===== src/rtl/aurora8b10b_tx_frame_gen.sv =====
// AXI4-Stream frame source feeding the Aurora 8B10B TX user interface for link bring-up and loopback.
// Optional macro TX_PRBS_EN: PRBS-31 payload in place of the {frame index, word index} counter.
module aurora8b10b_tx_frame_gen #(
  parameter int GAP_CYCLES = 4,
  parameter int LEN_W      = 16
) (
  input  logic             i_clk,
  input  logic             i_rst,
  input  logic             i_channel_up,
  input  logic             i_start,
  input  logic [LEN_W-1:0] i_frame_len,
  input  logic [LEN_W-1:0] i_frame_num,
  input  logic             i_stop,
  output logic [31:0]      m_axi_tx_tdata,
  output logic [3:0]       m_axi_tx_tkeep,
  output logic             m_axi_tx_tlast,
  output logic             m_axi_tx_tvalid,
  input  logic             m_axi_tx_tready,
  output logic             o_busy,
  output logic             o_done,
  output logic [31:0]      o_frame_cnt
);

  typedef enum logic [2:0] {IDLE, WAIT_UP, SEND, GAP, DONE} state_e;

  localparam logic [15:0] GAP_LAST = 16'(GAP_CYCLES - 1);

  function automatic logic [3:0] last_keep(input logic [1:0] rem);
    case (rem)
      2'b01:   return 4'b1000;
      2'b10:   return 4'b1100;
      2'b11:   return 4'b1110;
      default: return 4'b1111;
    endcase
  endfunction

`ifdef TX_PRBS_EN
  localparam logic [31:0] PRBS_SEED = 32'h7FFF_FFFF;

  // Advance x^31 + x^28 + 1 by 32 bits; the result is the 32 freshly generated bits.
  function automatic logic [31:0] prbs31_next32(input logic [31:0] s_in);
    logic [31:0] s;
    s = s_in;
    for (int i = 0; i < 32; i++) s = {s[30:0], s[30] ^ s[27]};
    return s;
  endfunction
`endif

  state_e           state_q, state_d;
  logic [LEN_W-1:0] last_idx_q, last_idx_d;
  logic [3:0]       keep_last_q, keep_last_d;
  logic [LEN_W-1:0] num_q, num_d;
  logic [LEN_W-1:0] run_idx_q, run_idx_d;
  logic [LEN_W-1:0] word_idx_q, word_idx_d;
  logic [15:0]      gap_q, gap_d;
  logic             stop_q, stop_d;
  logic [31:0]      tdata_q, tdata_d;
  logic [3:0]       tkeep_q, tkeep_d;
  logic             tlast_q, tlast_d;
  logic             tvalid_q, tvalid_d;
  logic             busy_q, busy_d;
  logic             done_q, done_d;
  logic [31:0]      frame_cnt_q, frame_cnt_d;
  logic             load_word;
  logic             stop_any;

  always_comb begin
    state_d     = state_q;
    last_idx_d  = last_idx_q;
    keep_last_d = keep_last_q;
    num_d       = num_q;
    run_idx_d   = run_idx_q;
    word_idx_d  = word_idx_q;
    gap_d       = gap_q;
    stop_d      = stop_q | (i_stop & (state_q != IDLE));
    tdata_d     = tdata_q;
    tkeep_d     = tkeep_q;
    tlast_d     = tlast_q;
    tvalid_d    = tvalid_q;
    frame_cnt_d = frame_cnt_q;
    load_word   = 1'b0;
    stop_any    = stop_q | i_stop;

    case (state_q)
      IDLE: begin
        stop_d = 1'b0;
        if (i_start && (i_frame_len != '0)) begin
          last_idx_d  = (i_frame_len - LEN_W'(1)) >> 2;
          keep_last_d = last_keep(i_frame_len[1:0]);
          num_d       = i_frame_num;
          run_idx_d   = '0;
          state_d     = WAIT_UP;
        end
      end
      WAIT_UP: begin
        if (stop_any) begin
          state_d = DONE;
        end else if (i_channel_up) begin
          state_d    = SEND;
          word_idx_d = '0;
          load_word  = 1'b1;
          tvalid_d   = 1'b1;
        end
      end
      SEND: begin
        if (tvalid_q && m_axi_tx_tready && tlast_q) begin
          // Frame fully accepted; a drop on this same cycle still counts it.
          frame_cnt_d = frame_cnt_q + 32'd1;
          run_idx_d   = run_idx_q + LEN_W'(1);
          tvalid_d    = 1'b0;
          if (((num_q != '0) && (run_idx_d == num_q)) || stop_any) begin
            state_d = DONE;
          end else if (!i_channel_up) begin
            state_d = WAIT_UP;
          end else if (GAP_CYCLES == 0) begin
            word_idx_d = '0;
            load_word  = 1'b1;
            tvalid_d   = 1'b1;
          end else begin
            state_d = GAP;
            gap_d   = '0;
          end
        end else if (!i_channel_up) begin
          state_d  = WAIT_UP;
          tvalid_d = 1'b0;
        end else if (tvalid_q && m_axi_tx_tready) begin
          word_idx_d = word_idx_q + LEN_W'(1);
          load_word  = 1'b1;
        end
      end
      GAP: begin
        if (stop_any) begin
          state_d = DONE;
        end else if (!i_channel_up) begin
          state_d = WAIT_UP;
        end else if (gap_q == GAP_LAST) begin
          state_d    = SEND;
          word_idx_d = '0;
          load_word  = 1'b1;
          tvalid_d   = 1'b1;
        end else begin
          gap_d = gap_q + 16'd1;
        end
      end
      DONE: begin
        state_d = IDLE;
        stop_d  = 1'b0;
      end
      default: state_d = IDLE;
    endcase

    if (load_word) begin
      tlast_d = (word_idx_d == last_idx_q);
      tkeep_d = tlast_d ? keep_last_q : 4'b1111;
`ifdef TX_PRBS_EN
      tdata_d = (word_idx_d == '0) ? prbs31_next32(PRBS_SEED) : prbs31_next32(tdata_q);
`else
      tdata_d = {16'(run_idx_d), 16'(word_idx_d)};
`endif
    end

    busy_d = (state_d != IDLE);
    done_d = (state_d == DONE);
  end

  always_ff @(posedge i_clk) begin
    if (i_rst) begin
      state_q     <= IDLE;
      last_idx_q  <= '0;
      keep_last_q <= '0;
      num_q       <= '0;
      run_idx_q   <= '0;
      word_idx_q  <= '0;
      gap_q       <= '0;
      stop_q      <= 1'b0;
      tdata_q     <= '0;
      tkeep_q     <= '0;
      tlast_q     <= 1'b0;
      tvalid_q    <= 1'b0;
      busy_q      <= 1'b0;
      done_q      <= 1'b0;
      frame_cnt_q <= '0;
    end else begin
      state_q     <= state_d;
      last_idx_q  <= last_idx_d;
      keep_last_q <= keep_last_d;
      num_q       <= num_d;
      run_idx_q   <= run_idx_d;
      word_idx_q  <= word_idx_d;
      gap_q       <= gap_d;
      stop_q      <= stop_d;
      tdata_q     <= tdata_d;
      tkeep_q     <= tkeep_d;
      tlast_q     <= tlast_d;
      tvalid_q    <= tvalid_d;
      busy_q      <= busy_d;
      done_q      <= done_d;
      frame_cnt_q <= frame_cnt_d;
    end
  end

  assign m_axi_tx_tdata  = tdata_q;
  assign m_axi_tx_tkeep  = tkeep_q;
  assign m_axi_tx_tlast  = tlast_q;
  assign m_axi_tx_tvalid = tvalid_q;
  assign o_busy          = busy_q;
  assign o_done          = done_q;
  assign o_frame_cnt     = frame_cnt_q;

endmodule


===== config.mk =====
export PLATFORM = sky130hd
export DESIGN_NAME = aurora8b10b_tx_frame_gen
export DESIGN_NICKNAME = d
export VERILOG_FILES = /design/src/rtl/aurora8b10b_tx_frame_gen.sv
export SDC_FILE = /design/constraint.sdc
export NUM_CORES = 1
export LEC_CHECK = 0
export ABC_CLOCK_PERIOD_IN_PS = 8790
export BUFFER_PORTS_ARGS = -buffer_cell sky130_fd_sc_hd__buf_2
export CORE_ASPECT_RATIO = 1.5
export CORE_MARGIN = 1
export CORE_UTILIZATION = 49
export DETAILED_ROUTE_END_ITERATION = 6
export GPL_TIMING_DRIVEN = 0
export PLACE_DENSITY = 0.69
export SKIP_CTS_REPAIR_TIMING = 1
export SYNTH_ARGS = -nofsm -noshare
export SYNTH_HDL_FRONTEND = slang
export SYNTH_SLANG_ARGS = --single-unit

===== constraint.sdc =====
create_clock -name i_clk -period 8.79 [get_ports i_clk]
set_clock_uncertainty 0.1 [all_clocks]
set_input_delay 0.879 -clock i_clk [delete_from_list [all_inputs] [get_ports i_clk]]
set_output_delay 0.879 -clock i_clk [all_outputs]
set_load 0.005 [all_outputs]

==> flow_summary.ini <==
[global_route]
overflow = 0
use_met2_pct = 52.85
top_usage_layer = met2
grt_usage_pct = 30.31
antenna_found_initial = 0
first_global_vias = 7783
grt_pass1_wl_um = 40580
met3_usage_pct = 4.695
grtUsageMet1_pct = 34.29
grt_max_degree = 17

[clock_tree]
clock_path_buffers = 2
tritoncts = done
cts.clk_slew.worst_paths_ns = 0.07
insertion_delay_ns = 0.43
clockRootBuffer = clkbuf_16
cts_made_buffers = 17
clock-sinks = 158
htreeDepth = 4

[die]
ioPinCount = 110
dieArea_um2 = 17530
core.rowCount = 58
fp.dieH_um = 161.7
die_w_um = 108.4
start_util_pct = 49.90
core_area_um2 = 16690

[power]
leakagePower_nw = 3.636
ir_worst_vdd_mv = 0.1412
power.density_nw_per_um2 = 164.1

[synthesis]
yosysWarnings = 0
yosysSeqAreaShare_pct = 37.98
syn_nets = 1094
ys.flop_type = dfxtp_1
yosysMostFrequentCell = nor2_1
synth_area_leaders = dfxtp_1 38%, nor2_1 7.6%, nand2_1 4.5%
ys_ff_latch = 158
yosysTopAreaCellShare_pct = 37.98
syn_area_um2 = 8328
yosysTopAreaCell = dfxtp_1
synth_async_sr_flop_share_pct = 0
synthTopCellsByCount = 168 x nor2_1, 158 x dfxtp_1, 100 x nand2_1, 71 x a21oi_1, 46 x o21ai_0
yosysUniqueCellTypes = 81
syn_inst = 1050
syn-mean-instance-area_um2 = 7.931
synth-edff-count = 0

[layout]
fin_nets = 1221
n_fill_cell = 1629
n_antenna_cell = 0
syn_to_final_growth_pct = 16.29
ff_latch_area_um2 = 3163
final_cells = 1400
multiInputGateArea_um2 = 4806
drive_above_1_share_pct = 15.97

[placed_design]
gp_congestion = 0.9469
place_inst = 1368
hpwl_um = 19820
io_buffers = 108

[critical_path]
cpPeakStageDelay_ns = 0.58
cp.required_ns = 9.01
cp-start-kind = flip-flop
critPathMaxFanout = 5
criticalPathCategory = reg2reg
crit_start = gap_q[0]
slowest_stage = or4_4
end_kind = flip-flop
r2r-start = gap_q[0]
r2r_cells = 9
crit_arrival_ns = 3.85
path_cells = ha_1, nor4b_4, and4_4, a21oi_2, o41ai_4, o221ai_1, or4_1, or4_4, o21a_1

[route]
ant_nets = 0
vias = 8375
vias_per_cell = 5.982
drt_iter0_drc = 484
drc = 0
post_drt_wl_per_cell_um = 18.60
dr.pass1.iters = 5
detail_route.wirelength_um = 26030

[min_path]
hp-class = reg2reg
hold_start = keep_last_q[3]
worstHoldPathCells = 1

[timing]
setup_violations = 0
report.final.slew_viol_count = 0
fmax_ghz = 0.2758
rsz0062_at_grt = false
worst_slew_pin_slew_ns = 0.7294
fin_crit_ns = 3.626
slew-limit-headroom_pct = 51.37
hold_violations = 0
period_share_pct = 41.25
setup_tns_ns = 0

[run_status]
outcome = completed

[flow_run]
maxCapViolCount = 0
layout by cell type (no fill, tap or decap), types with 10 or more instances in the layout:
cell type	n
or3_1	20
buf_2	125
nand4_1	25
o21a_1	12
a311oi_1	11
a211oi_1	33
clkbuf_16	17
nor2_1	168
nor3_1	23
a21oi_1	71
a31oi_1	10
inv_1	20
o21ai_0	46
nand2_1	100
and4_1	10
clkbuf_1	40
xnor2_1	28
nor4_1	19
nand3_1	38
and3_1	15
dfxtp_1	158
xor2_1	37
through the flow:
| stage | area, um2 | hold slack [ns] | power, mW | setup slack, ns | utilization [%] |
|---|---|---|---|---|---|
| after floorplan | 8328 | 0.3366 | 0.8521 | 5.468 | - |
| after global placement | 9131 | 0.3572 | 0.9070 | 4.950 | 54.71 |
| after detailed placement | 9131 | 0.3535 | 0.9086 | 4.911 | 54.71 |
| after CTS | 9684 | 0.3694 | 1.596 | 5.203 | 58.02 |
| after global routing | 9684 | 0.3944 | 1.642 | 4.965 | 58.02 |
| final | 9684 | 0.3711 | 1.589 | 5.164 | 58.02 |
path summary, 6_finish.rpt:
kind	slack, ns	to
max reg2reg	5.16	m_axi_tx_tkeep[2]
max	5.16	m_axi_tx_tkeep[2]
min reg2reg	0.37	m_axi_tx_tkeep[3]
min	0.37	m_axi_tx_tkeep[3]
worst max-delay path: cells and delay by family, from the launching register on:
| kind | cells | cell delay (ns) |
|---|---|---|
| AND/OR/NAND/NOR | 4 | 1.75 |
| AO/OA/AOI/OAI | 4 | 1.03 |
| adder cells (fa/ha/maj) | 1 | 0.25 |
| flip-flops | 1 | 0.39 |
per-layer routing:
metal	share of wire (%)	wire length, um
met5	0	0
met4	5.1	1336
met3	5.3	1387
met2	51	13220
met1	39	10090
logic make-up (layout without fill, tap and decap cells):
| kind of cell | Yosys count | after routing | synth area share, % |
|---|---|---|---|
| compound gates | 251 | 251 | 19.94 |
| xor+xnor | 65 | 65 | 6.836 |
| fa+ha+maj | 6 | 6 | 0.9014 |
| buf+inv | 85 | 225 | 4.312 |
| flops | 158 | 158 | 37.98 |
| mux | 5 | 5 | 0.6160 |
| simple gates | 480 | 480 | 29.42 |
power by group:
group	switching [mW]	internal [mW]	leakage, nW
clock	0.319	0.375	0.269
sequential	0.0201	0.735	1.28
combinational	0.0866	0.0525	2.09
final cells by class:
cell class	instances	share of cell area, %
Buffer	65	2.933
Clock buffer	19	4.574
Clock inverter	13	1.137
Inverter	20	0.7752
Multi-Input combinational cell	807	49.63
Sequential cell	158	32.66
Tap cell	210	2.713
Timing Repair Buffer	108	5.581
sequential cells by signal, summed over array words and instances (netlist names):
| register | count |
|---|---|
| o_frame_cnt | 32 |
| m_axi_tx_tvalid | 1 |
| last_idx_q | 14 |
| m_axi_tx_tlast | 1 |
| m_axi_tx_tdata | 32 |
| state_q | 3 |
| keep_last_q | 4 |
| o_busy | 1 |
| stop_q | 1 |
| o_done | 1 |
| word_idx_q | 16 |
| num_q | 16 |
| run_idx_q | 16 |
| gap_q | 16 |
| m_axi_tx_tkeep | 4 |
Power figures use the tool's default switching activity.
